**config.mk**
```make
export PLATFORM = sky130hd
export DESIGN_NAME = mdu_iter_flat
export DESIGN_NICKNAME = d
export VERILOG_FILES = /design/src/rtl/mdu_iter_if.sv /design/src/rtl/mdu_iter.sv /design/src/flat_wrapper.sv
export SDC_FILE = /design/constraint.sdc
export NUM_CORES = 1
export LEC_CHECK = 0
export BUFFER_PORTS_ARGS = -buffer_cell sky130_fd_sc_hd__buf_2
export CORE_ASPECT_RATIO = 0.75
export CORE_MARGIN = 4
export CORE_UTILIZATION = 57
export DETAILED_ROUTE_END_ITERATION = 8
export PLACE_DENSITY = 0.88
export SLEW_MARGIN = 20
export SYNTH_ARGS = -nofsm -noshare
export SYNTH_HDL_FRONTEND = slang
export SYNTH_SLANG_ARGS = --single-unit
```
**constraint.sdc**
```tcl
create_clock -name clk -period 5.25 [get_ports clk]
set_clock_uncertainty 0.1 [all_clocks]
set_input_delay 0 -clock clk [delete_from_list [all_inputs] [get_ports clk]]
set_output_delay 0 -clock clk [all_outputs]
set_load 0.02 [all_outputs]
```
**src/rtl/mdu_iter_if.sv**
```systemverilog
// Request/response bundle between the EX operand-select stage and the iterative
// multiply/divide unit.
interface mdu_iter_if #(
  parameter int DATA_WIDTH = 32
);
  logic                  start;
  logic [2:0]            op;
  logic [DATA_WIDTH-1:0] data1;
  logic [DATA_WIDTH-1:0] data2;
  logic                  kill;
  logic                  busy;
  logic                  result_valid;
  logic [DATA_WIDTH-1:0] result;

  modport master (
    output start, op, data1, data2, kill,
    input  busy, result_valid, result
  );

  modport slave (
    input  start, op, data1, data2, kill,
    output busy, result_valid, result
  );
endinterface

```
**src/rtl/mdu_iter.sv**
```systemverilog
// Iterative RV32M multiply/divide unit: shift-add multiply and restoring divide on
// operand magnitudes, one bit per cycle, with signs and special cases fixed up at the end.
module mdu_iter #(
  parameter int DATA_WIDTH = 32,
  parameter int CNT_WIDTH  = 6
) (
  input logic        clk,
  input logic        rst,
  mdu_iter_if.slave  bus
);
  localparam int N = DATA_WIDTH;
  localparam logic [CNT_WIDTH-1:0] LAST_CNT = CNT_WIDTH'(N - 1);
  localparam logic [N-1:0]         MOST_NEG = {1'b1, {(N-1){1'b0}}};

  typedef enum logic [1:0] {IDLE, CALC, DONE} state_e;

  state_e               state_q;
  logic [CNT_WIDTH-1:0] cnt_q;
  logic [2:0]           op_q;
  logic                 negA_q;
  logic                 negB_q;
  logic                 divZero_q;
  logic                 ovf_q;
  logic [N-1:0]         opA_q;
  logic [2*N-1:0]       acc_q;
  logic [N-1:0]         dvd_q;
  logic                 busy_q;
  logic                 valid_q;
  logic [N-1:0]         result_q;

  logic                 capSignA;
  logic                 capSignB;
  logic                 capNegA;
  logic                 capNegB;
  logic [N-1:0]         capAbsA;
  logic [N-1:0]         capAbsB;

  always_comb begin
    capSignA = 1'b0;
    capSignB = 1'b0;
    case (bus.op)
      3'b001, 3'b100, 3'b110: begin
        capSignA = 1'b1;
        capSignB = 1'b1;
      end
      3'b010:  capSignA = 1'b1;
      default: ;
    endcase
    capNegA = capSignA & bus.data1[N-1];
    capNegB = capSignB & bus.data2[N-1];
    capAbsA = capNegA ? -bus.data1 : bus.data1;
    capAbsB = capNegB ? -bus.data2 : bus.data2;
  end

  // acc_q holds {partial product, multiplier} for multiply and {remainder, dividend/quotient} for divide.
  logic [N:0]     mulSum;
  logic [2*N-1:0] mulNext;
  logic [N:0]     divShift;
  logic [N:0]     divDiff;
  logic [2*N-1:0] divNext;
  logic [2*N-1:0] stepAcc;

  always_comb begin
    mulSum   = {1'b0, acc_q[2*N-1:N]} + (acc_q[0] ? {1'b0, opA_q} : '0);
    mulNext  = {mulSum, acc_q[N-1:1]};
    divShift = {acc_q[2*N-1:N], acc_q[N-1]};
    divDiff  = divShift - {1'b0, opA_q};
    if (divDiff[N]) begin
      divNext = {divShift[N-1:0], acc_q[N-2:0], 1'b0};
    end else begin
      divNext = {divDiff[N-1:0], acc_q[N-2:0], 1'b1};
    end
    stepAcc = op_q[2] ? divNext : mulNext;
  end

  logic [2*N-1:0] prodFinal;
  logic [N-1:0]   quo;
  logic [N-1:0]   rem;
  logic [N-1:0]   finalRes;

  always_comb begin
    prodFinal = (negA_q ^ negB_q) ? -stepAcc : stepAcc;
    quo       = (negA_q ^ negB_q) ? -stepAcc[N-1:0] : stepAcc[N-1:0];
    rem       = negA_q ? -stepAcc[2*N-1:N] : stepAcc[2*N-1:N];
    finalRes  = '0;
    case (op_q)
      3'b000:                 finalRes = prodFinal[N-1:0];
      3'b001, 3'b010, 3'b011: finalRes = prodFinal[2*N-1:N];
      3'b100, 3'b101: begin
        if (divZero_q)  finalRes = '1;
        else if (ovf_q) finalRes = MOST_NEG;
        else            finalRes = quo;
      end
      default: begin
        if (divZero_q)  finalRes = dvd_q;
        else if (ovf_q) finalRes = '0;
        else            finalRes = rem;
      end
    endcase
  end

  // Single FSM block; every output comes straight from a register.
  always_ff @(posedge clk) begin
    if (rst) begin
      state_q   <= IDLE;
      cnt_q     <= '0;
      op_q      <= '0;
      negA_q    <= 1'b0;
      negB_q    <= 1'b0;
      divZero_q <= 1'b0;
      ovf_q     <= 1'b0;
      opA_q     <= '0;
      acc_q     <= '0;
      dvd_q     <= '0;
      busy_q    <= 1'b0;
      valid_q   <= 1'b0;
      result_q  <= '0;
    end else begin
      valid_q <= 1'b0;
      case (state_q)
        IDLE: begin
          if (bus.start && !bus.kill) begin
            state_q   <= CALC;
            busy_q    <= 1'b1;
            cnt_q     <= '0;
            op_q      <= bus.op;
            negA_q    <= capNegA;
            negB_q    <= capNegB;
            dvd_q     <= bus.data1;
            divZero_q <= (bus.data2 == '0);
            ovf_q     <= (bus.op == 3'b100 || bus.op == 3'b110) &&
                         (bus.data1 == MOST_NEG) && (bus.data2 == '1);
            opA_q     <= bus.op[2] ? capAbsB : capAbsA;
            acc_q     <= bus.op[2] ? {{N{1'b0}}, capAbsA} : {{N{1'b0}}, capAbsB};
          end
        end
        CALC: begin
          if (bus.kill) begin
            state_q <= IDLE;
            busy_q  <= 1'b0;
            cnt_q   <= '0;
          end else begin
            acc_q <= stepAcc;
            cnt_q <= cnt_q + CNT_WIDTH'(1);
            if (cnt_q == LAST_CNT) begin
              state_q  <= DONE;
              valid_q  <= 1'b1;
              result_q <= finalRes;
              cnt_q    <= '0;
            end
          end
        end
        DONE: begin
          state_q <= IDLE;
          busy_q  <= 1'b0;
        end
        default: begin
          state_q <= IDLE;
          busy_q  <= 1'b0;
        end
      endcase
    end
  end

  assign bus.busy         = busy_q;
  assign bus.result_valid = valid_q;
  assign bus.result       = result_q;
endmodule

```
**src/flat_wrapper.sv**
```systemverilog
// flat-port wrapper written by rule: the top's interface ports become plain ports
module mdu_iter_flat 
#(
  parameter int DATA_WIDTH = 32,
  parameter int CNT_WIDTH  = 6
)
  (clk, rst, bus_start, bus_op, bus_data1, bus_data2, bus_kill, bus_busy, bus_result_valid, bus_result);
  mdu_iter_if #(.DATA_WIDTH(DATA_WIDTH)) bus_i ();
  input logic clk;
  input logic rst;
  input wire logic [$bits(bus_i.start)-1:0] bus_start;
  input wire logic [$bits(bus_i.op)-1:0] bus_op;
  input wire logic [$bits(bus_i.data1)-1:0] bus_data1;
  input wire logic [$bits(bus_i.data2)-1:0] bus_data2;
  input wire logic [$bits(bus_i.kill)-1:0] bus_kill;
  output wire logic [$bits(bus_i.busy)-1:0] bus_busy;
  output wire logic [$bits(bus_i.result_valid)-1:0] bus_result_valid;
  output wire logic [$bits(bus_i.result)-1:0] bus_result;
  assign bus_i.start = bus_start;
  assign bus_i.op = bus_op;
  assign bus_i.data1 = bus_data1;
  assign bus_i.data2 = bus_data2;
  assign bus_i.kill = bus_kill;
  assign bus_busy = bus_i.busy;
  assign bus_result_valid = bus_i.result_valid;
  assign bus_result = bus_i.result;
  mdu_iter #(.DATA_WIDTH(DATA_WIDTH), .CNT_WIDTH(CNT_WIDTH)) u_core (.clk(clk), .rst(rst), .bus(bus_i));
endmodule
```
# [Word level (Yosys, flattened, before mapping)]
# Index checks and enable logic that the tools add are counted.
[totals] out_inout_bits=34 wordCells=95 register_bits=177 inputBits=71
[op_classes] n_reduce_logical=20 addsub=8 n_bitwise=5 eq_ne=17 muxes=32
[ops] op="two-way mux 32 bit" n=11
[ops] op="two-way mux 64 bit" n=5
[ops] op="negator 32 bit" n=4
[ops] op="case mux 64 bit (2 select lines)" n=1
[ops] op="case mux 32 bit (3 select lines)" n=1
[ops] op="== test 32 bit, second input constant" n=2
[ops] op="negator 64 bit" n=1
[ops] op="adder 32 x 33 -> 33 bit" n=1
[ops] op="subtractor 33 x 32 -> 33 bit" n=1
[ops] op="zero test 32 bit" n=1
[ops] op="two-way mux 6 bit" n=3
[ops] op="== test 3 bit, second input constant" n=4
[ops] op="case mux 6 bit (2 select lines)" n=1
[ops] op="== test 3 x 2 -> 1 bit, second input constant" n=3
[ops] op="OR reduction 3 bit" n=3
[ops] op="AND reduction 2 bit" n=4
[ops] op="adder 6 x 1 -> 6 bit, second input constant" n=1
[ops] op="== test 3 x 1 -> 1 bit, second input constant" n=2
[ops] op="== test 6 x 5 -> 1 bit, second input constant" n=1
[ops] op="two-way mux 2 bit" n=3
[ops] op="AND reduction 3 bit" n=2
[ops] op="two-way mux 1 bit" n=5
[ops] op="!= test 2 bit, second input constant" n=2
[ops] op="case mux 2 bit (2 select lines)" n=1
[ops] op="15 further kinds" n=19

# [Logic depth before layout (Yosys ltp)]
# Gate-level depths: netlist of the first run.
[depth] word_depth=8 ltp_mapped=25 mapped_depth_nobuf=23

# [Least setup slack after synthesis of the first run]
# No wires, ideal clock.
[synth_path] kind="register -> register" from="register u_core.acc_q[31]" to="register u_core.result_q[30] (netlist: u_core.bus.result[30])" synth_period_minus_slack_ns=5.657 setup_time_ns=0.117 n_path_buf=3 required_ns=5.033 t_arrival_ns=5.439 path_stages_with_launch=26 path_slack_ns=-0.407 cell_sequence="dfxtp_1 inv_1 ha_1 inv_1 fa_1 a211oi_1 o211ai_2 a22oi_4 a2111o_1 a21oi_4 buf_4 buf_2 o21ai_0 o21ai_0 mux2i_1 ha_1 a21boi_0 o31ai_1 a211oi_1 nand4b_1 or4_1 buf_2 o41ai_2 xnor2_1 o21ai_1 a32o_1"
[synth_via] elab_chain_len=8 elab_cells_between_ends=14 classes_between="add/sub (4); mux (10)"
[synth_rtl] element="start: declaration" line="mdu_iter.sv:25" source="logic [2*N-1:0] acc_q;"
[synth_rtl] element="start signal: assignment" line="mdu_iter.sv:134" source="acc_q <= bus.op[2] ? {{N{1'b0}}, capAbsA} : {{N{1'b0}}, capAbsB};"
[synth_rtl] element="start signal: assignment" line="mdu_iter.sv:143" source="acc_q <= stepAcc;"
[synth_rtl] element="subtractor 33 x 32 -> 33 bit" line="mdu_iter.sv:67" source="divDiff = divShift - {1'b0, opA_q};"
[synth_rtl] element="two-way mux 64 bit" line="mdu_iter.sv:68" source="if (divDiff[N]) begin"
[synth_rtl] element="two-way mux 64 bit (*)" line="mdu_iter.sv:73" source="stepAcc = op_q[2] ? divNext : mulNext;"
[synth_rtl] element="negator 32 bit, on equally long branches" line="mdu_iter.sv:84, mdu_iter.sv:83"
[synth_rtl] element="two-way mux 32 bit, on equally long branches" line="mdu_iter.sv:84, mdu_iter.sv:83"
[synth_rtl] element="two-way mux 32 bit, on equally long branches" line="mdu_iter.sv:96, mdu_iter.sv:91"
[synth_rtl] element="two-way mux 32 bit, on equally long branches" line="mdu_iter.sv:95, mdu_iter.sv:90"
[synth_rtl] element="case mux 32 bit (3 select lines) (*)" line="mdu_iter.sv:86" source="case (op_q)"
[synth_rtl] element="end signal: assignment" line="mdu_iter.sv:148" source="result_q <= finalRes;"
[synth_rtl] element="end: declaration" line="mdu_iter.sv:29" source="logic [N-1:0] result_q;"
# Every way passes the cells marked *; elsewhere a longest branch is shown, timed or not.
# A chain may end at the register's enable or synchronous reset.

# [Worst setup path after layout of the first run]
[layout_path] from="register u_core.opA_q[11]" to="register u_core.result_q[30] (netlist: u_core.bus.result[30])"
[layout_via] elab_chain_len=8 elab_cells_between_ends=16 classes_between="add/sub (5); mux (11)"
[layout_rtl] element="start: declaration" line="mdu_iter.sv:24" source="logic [N-1:0] opA_q;"
[layout_rtl] element="start signal: assignment" line="mdu_iter.sv:133" source="opA_q <= bus.op[2] ? capAbsB : capAbsA;"
[layout_rtl] element="subtractor 33 x 32 -> 33 bit / two-way mux 32 bit (equally long branches)" line="mdu_iter.sv:67, mdu_iter.sv:64"
[layout_rtl] element="two-way mux 64 bit / adder 32 x 33 -> 33 bit (equally long branches)" line="mdu_iter.sv:68, mdu_iter.sv:64"
[layout_rtl] element="two-way mux 64 bit (*)" line="mdu_iter.sv:73"
[layout_rtl] element="negator 32 bit, on equally long branches" line="mdu_iter.sv:84, mdu_iter.sv:83"
[layout_rtl] element="two-way mux 32 bit, on equally long branches" line="mdu_iter.sv:84, mdu_iter.sv:83"
[layout_rtl] element="two-way mux 32 bit, on equally long branches" line="mdu_iter.sv:96, mdu_iter.sv:91"
[layout_rtl] element="two-way mux 32 bit, on equally long branches" line="mdu_iter.sv:95, mdu_iter.sv:90"
[layout_rtl] element="case mux 32 bit (3 select lines) (*)" line="mdu_iter.sv:86"
# Marks and branches as above.

==> metrics.md, run 1 <==
| Metric | Value |
|---|---|
| Worst hold path endpoint | u_core.acc_q[6] |
| Worst EP required | 5.51 ns |
| Yosys reg bits | between 150 and 200 |
| Synth unique cells | 87 |
| Reg2reg path depth | 24 |
| Die H | 156.5 um |
| Post-DR wirelength/cell | 25.52 um |
| Starting density of the core | 57.69% |
| Sequential share of the synthesized area | 21.14% |
| Post-route minimum period | 5.358 ns |
| Leading cell type in the layout, fill and taps excluded | nand2_1 |
| Clk root buf | clkbuf_16 |
| Top FF cell, synth | dfxtp_1 |
| H-tree Lvls | 4 |
| Nets@finish | about 2,700 |
| Vias in the first global route | roughly 18,000 |
| Tot Pwr | ~0.0043 W |
| Max-cap viol count | 0 |
| Post-Synthesis Cells | 2,363 |
| Final HPWL DP | approximately 55 mm |
| Overflow left after global routing | 0 |
| Synth async-reset ratio | 0% |
| DR WL met3 | 11.36 mm |
| Critical path arrival | between 5 and 6 ns |
| Unrepaired setup endpoints after global routing | yes |
| DRC Markers | 0 |
| Top Layer Used | met5 |
| Syn_area_per_cell | 7.093 um^2 |
| Most frequent cells in the layout | nand2_1 (294), nor2_1 (246), a21oi_1 (239) |
| Die width | a little over 200 um |
| Layout cell share with drive strength beyond 1 | 14.64% |
| CP Class | reg2reg |
| Post-DRT Antenna Nets | 0 |
| Area growth syn-to-layout | 18.69% |
| CTS Buf Count | 17 |
| Met2 wire length | around 30 mm |
| Wl on met1 | 29.74 mm |
| Largest net degree at the start of global routing | 67 |
| Layout Utilization | 68.48% |
| CTS tree | done |
| Hold Crit Depth | 5 |
| Ys Warns | 0 |
| Max Slew Vio Count | 0 |
| Drt total wl | 74.96 mm |
| Clk Latency, worst-skew pair | 0.47 ns |
| First-pass GRT wire length | ~110 mm |
| Achievable Freq | about 190 MHz |
| Number of synthesized flops with an enable pin | 0 |
| DRT Pass-1 Iters | 8 |
| Crit path capture type | flip-flop |
| R2r endpoint | u_core.bus.result[30] |
| Worst-path clk slew | ~0.080 ns |
| Hold crit path type | in2reg |
| Final Hold Fails | 0 |
| Final setup viols | 3 |
| Leakage | around 8 nW |
| Outcome | complete, but fails checks |
| Reg2Reg Launch Point | u_core.opA_q[11] |
| I/O pin count | 105 |
| R2R Setup Slk | -0.11 ns |
| PortBufs | 104 |
| Gpl congestion | approximately 1.0 |
| Initial DRC count | 3,206 |
| Initial antenna violation count | 5 |
| Worst vdd ir | 0.0002345 V |
| Mapped cell area | 0.01676 mm^2 |
| Die footprint | roughly 0.032 mm^2 |
| Failing checks | setup timing |
| DR vias | 20,380 |
| Worst-case clock buffer depth | 2 |
| Post-route clock period utilization | 102.1% |
| Crit-path max FO | 7 |
| Num rows | 54 |
| Core Box Area | 0.02905 mm^2 |
| Vias per cell | 6.939 |
| Syn Nets | 2,505 |
| Final WS setup | -0.1078 ns |
| CTS sink cnt | 177 |
| HP Start | bus_data2[6] |
| Slew of the pin with the lowest slew margin | 1.176 ns |
| Slew HR | a little over a fifth |
| Critical path startpoint category | flip-flop |
| Total track usage | between 40% and 50% |
| Pwr dens | 216.9 mW/mm^2 |
[kinds of logic after synthesis]
logic type,count (synthesis),share of synthesized area (%)
AOI/OAI and AO/OA,747,29.58
xor gates and xnor gates,181,9.458
adders and majority gates,71,5.390
buffers and inverters,217,4.994
DFF,177,21.14
muxes,61,3.703
and+or+nand+nor,909,25.74
[metrics by stage]
step                      setup TNS [ns]  setup slack [ns]  instance area, um^2  hold WS [ns]  instances
after global routing              -1.404           -0.2533                19880       0.06733       2933
after detailed placement         -0.2017          -0.08285                18060        0.1913       2811
after CTS                              0           0.03667                19410      0.002386       2917
after global placement                 0           0.09829                18060        0.1806       2811
after floorplan                 -0.04558          -0.04558                16790       0.03596       2363
final                            -0.1597           -0.1078                19890       0.01330       2937
[critical path: stages, from the launching register on]
cell and delay, ns:
dfxtp_2 0.34, inv_1 0.07, ha_4 0.30, nand4_1 0.19, a211oi_2 0.33, a22oi_4 0.14, a2111o_1 0.51, a21oi_4 0.23
buf_6 0.15, nor2_1 0.06, nand2_1 0.08, a31oi_1 0.10, inv_1 0.09, ha_2 0.17, a21boi_2 0.16, o31ai_2 0.09
a211oi_2 0.26, nand4b_1 0.17, buf_6 0.18, buf_12 0.12, or4_4 0.54, o41ai_4 0.35, xnor2_1 0.16, o21ai_1 0.09
a32o_1 0.26
[sequential cells by signal, summed over array words and instances (netlist names), 2 cells and up]
| signal | cells |
|---|---|
| u_core.acc_q | 64 |
| u_core.bus.result | 32 |
| u_core.cnt_q | 6 |
| u_core.dvd_q | 32 |
| u_core.opA_q | 32 |
| u_core.op_q | 3 |
| u_core.state_q | 2 |
[routing by layer]
| layer | global-route usage, % | vias up |
|---|---|---|
| met5 | 0 | - |
| met4 | 18.46 | 4 |
| met3 | 15.25 | 310 |
| met2 | 61.63 | 1608 |
| met1 | 60.79 | 9493 |
| li1 | - | 8964 |
[synth_stat cells, types with 9 or more instances]
cell type / number / area [um^2]
nand2_1: 295 / 1107
nor2_1: 250 / 938.4
a21oi_1: 240 / 1201
dfxtp_1: 177 / 3543
clkbuf_1: 123 / 461.7
o21ai_0: 112 / 560.5
xnor2_1: 94 / 823.3
xor2_1: 87 / 762.0
ha_1: 69 / 863.3
inv_1: 64 / 240.2
o211ai_1: 62 / 465.5
nor3_1: 55 / 275.3
mux2i_1: 53 / 530.5
and2_1: 45 / 281.5
nand3_1: 45 / 225.2
a211oi_1: 41 / 307.8
nand2b_1: 37 / 231.5
o31ai_1: 35 / 262.8
a221oi_1: 32 / 280.3
or3_1: 27 / 168.9
nor4_1: 25 / 156.4
a31oi_1: 24 / 150.1
nand4_1: 24 / 150.1
a311oi_1: 23 / 201.4
a21o_1: 22 / 165.2
a22oi_1: 21 / 157.7
and3_1: 20 / 125.1
or2_2: 19 / 118.9
o21a_1: 16 / 120.1
buf_1: 15 / 56.30
nor2b_1: 14 / 87.58
or4_1: 14 / 105.1
o21ai_1: 13 / 65.06
o41ai_1: 10 / 87.58
buf_2: 9 / 45.04
o21bai_1: 9 / 67.56
[cell type report]
class | count | area, um^2
multi-input combinational | 1970 | 12800
fill | 2498 | 9159
sequential | 177 | 3565
timing repair buffer | 297 | 2192
tap | 392 | 490.5
clock buffer | 17 | 425.4
inverter | 65 | 244.0
clock inverter | 15 | 166.4
antenna | 4 | 10.01
[timing repair]
action                     CTS  global route
resized for setup            7            67
pin swaps                    9            33
hold buffers                70             0
setup endpoints to repair    5            14
hold endpoints to repair    58             0
cloned                       0             1
buffers inserted             4            16
[power by group]
group	leakage (nW)	switching (W)	total (W)	internal (W)
clock	0.286	0.000683	0.00136	0.000678
sequential	1.45	0.0000650	0.00146	0.00139
combinational	6.18	0.000941	0.00149	0.000552
[worst max path at each step]
stage	startpoint	to	depth (start not counted)
CTS	u_core.opA_q[15]	u_core.bus.result[24]	23
floorplan	u_core.acc_q[31]	u_core.bus.result[24]	24
global placement	u_core.acc_q[31]	u_core.bus.result[24]	23
detailed placement	u_core.acc_q[31]	u_core.bus.result[24]	23
finish	u_core.opA_q[11]	u_core.bus.result[30]	24
global route	u_core.opA_q[11]	u_core.bus.result[22]	23
No activity file was read; power rests on OpenSTA's default activity.
==> inputs of run 2 (changes only) <==
Settings changed: MAX_ROUTING_LAYER from default to met4.
==> run 2 against run 1 <==
The run still ends with setup timing left. Worst setup slack better by 0.093 ns. Die area stayed put. First-iteration DRC count is 6.5% higher. Clock power hardly changed. Worst hold slack better by 0.022 ns. Global-route usage is 2.5 points higher. Power is 0.54% lower. Register-to-register slack better by 0.09 ns. Sequential share of layout area hardly changed. Sequential cell count stayed put. Largest cell class unchanged.
==> metrics.md, run 2 (synthesis gave the netlist of run 1 again) <==
| Metric | Value |
|---|---|
| Post-DRT Antenna Nets | 0 (unchanged) |
| Final setup viols | 1 (-2) |
| Worst-path clk slew | 0.08 ns (about the same) |
| Core Box Area | 0.02905 mm^2 (unchanged) |
| Area post-placement | 0.01828 mm^2 (+1.2%) |
| Vias in the first global route | 18,120 (-0.62%) |
| Post-DR wirelength/cell | 25.88 um (+1.4%) |
| Total track usage | 46.27% (+2.5 points) |
| Post-Layout Inst Area | 0.01985 mm^2 (-0.22%) |
| Max FFs per register | 64 (unchanged) |
| Max Slew Vio Count | 0 (unchanged) |
| Gpl congestion | 1.092 (+4.4%) |
| Worst stage delay on the critical path | 0.59 ns (+0.05 ns) |
| Worst-case clock buffer depth | 2 (unchanged) |
| Hold WS | 0.03555 ns (+0.02225 ns) |
| CTS Buf Count | 17 (unchanged) |
| Num rows | 54 (unchanged) |
| Achievable Freq | 189.9 MHz (+1.8%) |
| Unrepaired setup endpoints after global routing | yes |
| CP Class | reg2reg |
| I/O pin count | 105 (unchanged) |
| Nets@finish | 2,678 (+0.30%) |
| Starting density of the core | 57.69% (unchanged) |
| DR vias | 20,480 (+0.48%) |
| Die width | 206.0 um (unchanged) |
| Largest net degree at the start of global routing | 78 (+16%) |
| H-tree Lvls | 4 (unchanged) |
| Critical path cell sequence | inv_2, ha_4, inv_2, fa_2, a211oi_4, o211ai_2, a22oi_4, a2111o_1, a21oi_4, o21ai_1, o21ai_1, mux2i_2, ha_2, a21boi_2, o31ai_2, a211oi_2, nand4b_1, or4_4, o41ai_4, xnor2_1, o21ai_1, a32o_1 |
| Overflow left after global routing | 0 (unchanged) |
| Non-Filler Instances | 2,946 (+0.31%) |
| Final WS setup | -0.01499 ns (+0.09286 ns) |
| Final HPWL DP | 56.83 mm (+2.5%) |
| Area growth syn-to-layout | 18.43% |
| CP top delay family | compound AO/OA/AOI/OAI gates |
| Most frequent cells in the layout | nand2_1 (294), nor2_1 (246), a21oi_1 (240) |
| Leakage | 7.955 nW (+0.49%) |
| CTS tree | done |
| Crit-path slowest cell | or4_4 |
| First-pass GRT wire length | 111.4 mm (+2.1%) |
| Critical path startpoint category | flip-flop |
| Die footprint | 0.03224 mm^2 (unchanged) |
| Leading cell type in the layout, fill and taps excluded | nand2_1 |
| WP buf/inv | 2 (-3) |
| Crit-path most repeated cell | o21ai_1 |
| Max-cap viol count | 0 (unchanged) |
| Clk root buf | clkbuf_16 |
| Post-route minimum period | 5.265 ns (-0.09286 ns) |
| Drt total wl | 76.24 mm (+1.7%) |
| Die H | 156.5 um (unchanged) |
| Worst vdd ir | 0.0002317 V (-1.2%) |
| Hold crit path type | in2reg |
| Worst EP required | 5.52 ns (about the same) |
| DRC Markers | 0 (unchanged) |
| PortBufs | 104 (unchanged) |
| Failing checks | setup timing |
| Post-route clock period utilization | 100.3% (-1.8 points) |
| Initial antenna violation count | 5 (unchanged) |
| Slew of the pin with the lowest slew margin | 1.047 ns (-0.1294 ns) |
| Final Hold Fails | 0 (unchanged) |
| Crit-path max FO | 8 (+1) |
| Layout Utilization | 68.32% (-0.15 points) |
| Tot Pwr | 0.004291 W (-0.54%) |
| Pwr dens | 216.2 mW/mm^2 (-0.32%) |
| Reg with most FFs | u_core.acc_q |
| # fillers | 2,491 (-0.28%) |
| Crit path capture type | flip-flop |
| Slew HR | 29.94% (+8.4 points) |
| Layout cell share with drive strength beyond 1 | 15.18% (+0.54 points) |
| DRT Pass-1 Iters | 9 (+1) |
| Critical path arrival | 5.53 ns (-0.09 ns) |
| Outcome | complete, but fails checks |
| CTS sink cnt | 177 (unchanged) |
| Initial DRC count | 3,413 (+6.5%) |
| Clk Latency, worst-skew pair | 0.48 ns (about the same) |
| Placed insts | 2,839 (+1.0%) |
| Vias per cell | 6.951 (+0.17%) |
run 2: where the power goes:
part	internal [W]	total, W	leakage (nW)	switching (W)
clock	0.000685	0.00135	0.282	0.000663
sequential	0.00139	0.00146	1.44	0.0000661
combinational	0.000538	0.00148	6.23	0.000944
run 2: layout make-up:
class | instances | area [um^2] | share of cell area (%)
Clock buffer | 19 | 442.9 | 2.231
Tap cell | 392 | 490.5 | 2.471
Timing Repair Buffer | 306 | 2205 | 11.11
Multi-Input combinational cell | 1969 | 12750 | 64.25
Sequential cell | 177 | 3556 | 17.91
Antenna cell | 5 | 12.51 | 0.06303
Inverter | 65 | 244.0 | 1.229
Clock inverter | 13 | 145.1 | 0.7312
run 2: path summary, 6_finish.rpt:
path / endpoint / slack (ns) / from / depth (start not counted)
worst max-delay path: u_core.bus.result[30] / -0.01 / u_core.acc_q[31] / 22
worst min-delay path: u_core.opA_q[4] / 0.04 / bus_data2[4] / 5
worst max register to register: u_core.bus.result[30] / -0.01 / u_core.acc_q[31] / 22
worst min register to register: u_core.bus.result[7] / 0.35 / u_core.bus.result[7] / 2
run 2: timing repair:
action                                  4_1_cts  5_1_grt
gates resized for setup                       5       58
endpoints found under the setup margin        5       19
hold endpoints to repair                     48        0
pin swaps                                     8       21
buffers inserted                              4        6
hold buffers                                 61        0
run 2: worst register-to-register path, cell delays in order, from the launching register on:
cell and delay, ns:
dfxtp_2 0.33, inv_2 0.06, ha_4 0.14, inv_2 0.04, fa_2 0.41, a211oi_4 0.30, o211ai_2 0.16, a22oi_4 0.31
a2111o_1 0.33, a21oi_4 0.09, o21ai_1 0.12, o21ai_1 0.10, mux2i_2 0.19, ha_2 0.21, a21boi_2 0.17, o31ai_2 0.10
a211oi_2 0.31, nand4b_1 0.22, or4_4 0.59, o41ai_4 0.38, xnor2_1 0.15, o21ai_1 0.09, a32o_1 0.26
run 2: stage by stage:
step / TNS, ns / setup slack, ns
2_1_floorplan: -0.04558 / -0.04558
3_3_place_gp: 0 / 0.07801
3_5_place_dp: -0.5676 / -0.1541
4_1_cts: 0 / 0.01795
5_1_grt: -0.6958 / -0.1923
6_report: -0.01499 / -0.01499
run 2: metal layers:
| metal | vias to the layer above | global-route usage (%) | part of all wire, % |
|---|---|---|---|
| met5 | - | - | 0 |
| met3 | 287 | 15.68 | 15 |
| met1 | 9584 | 63.68 | 40 |
| met2 | 1646 | 61.85 | 40 |
| met4 | 0 | 18.21 | 4.7 |
| li1 | 8960 | - | - |
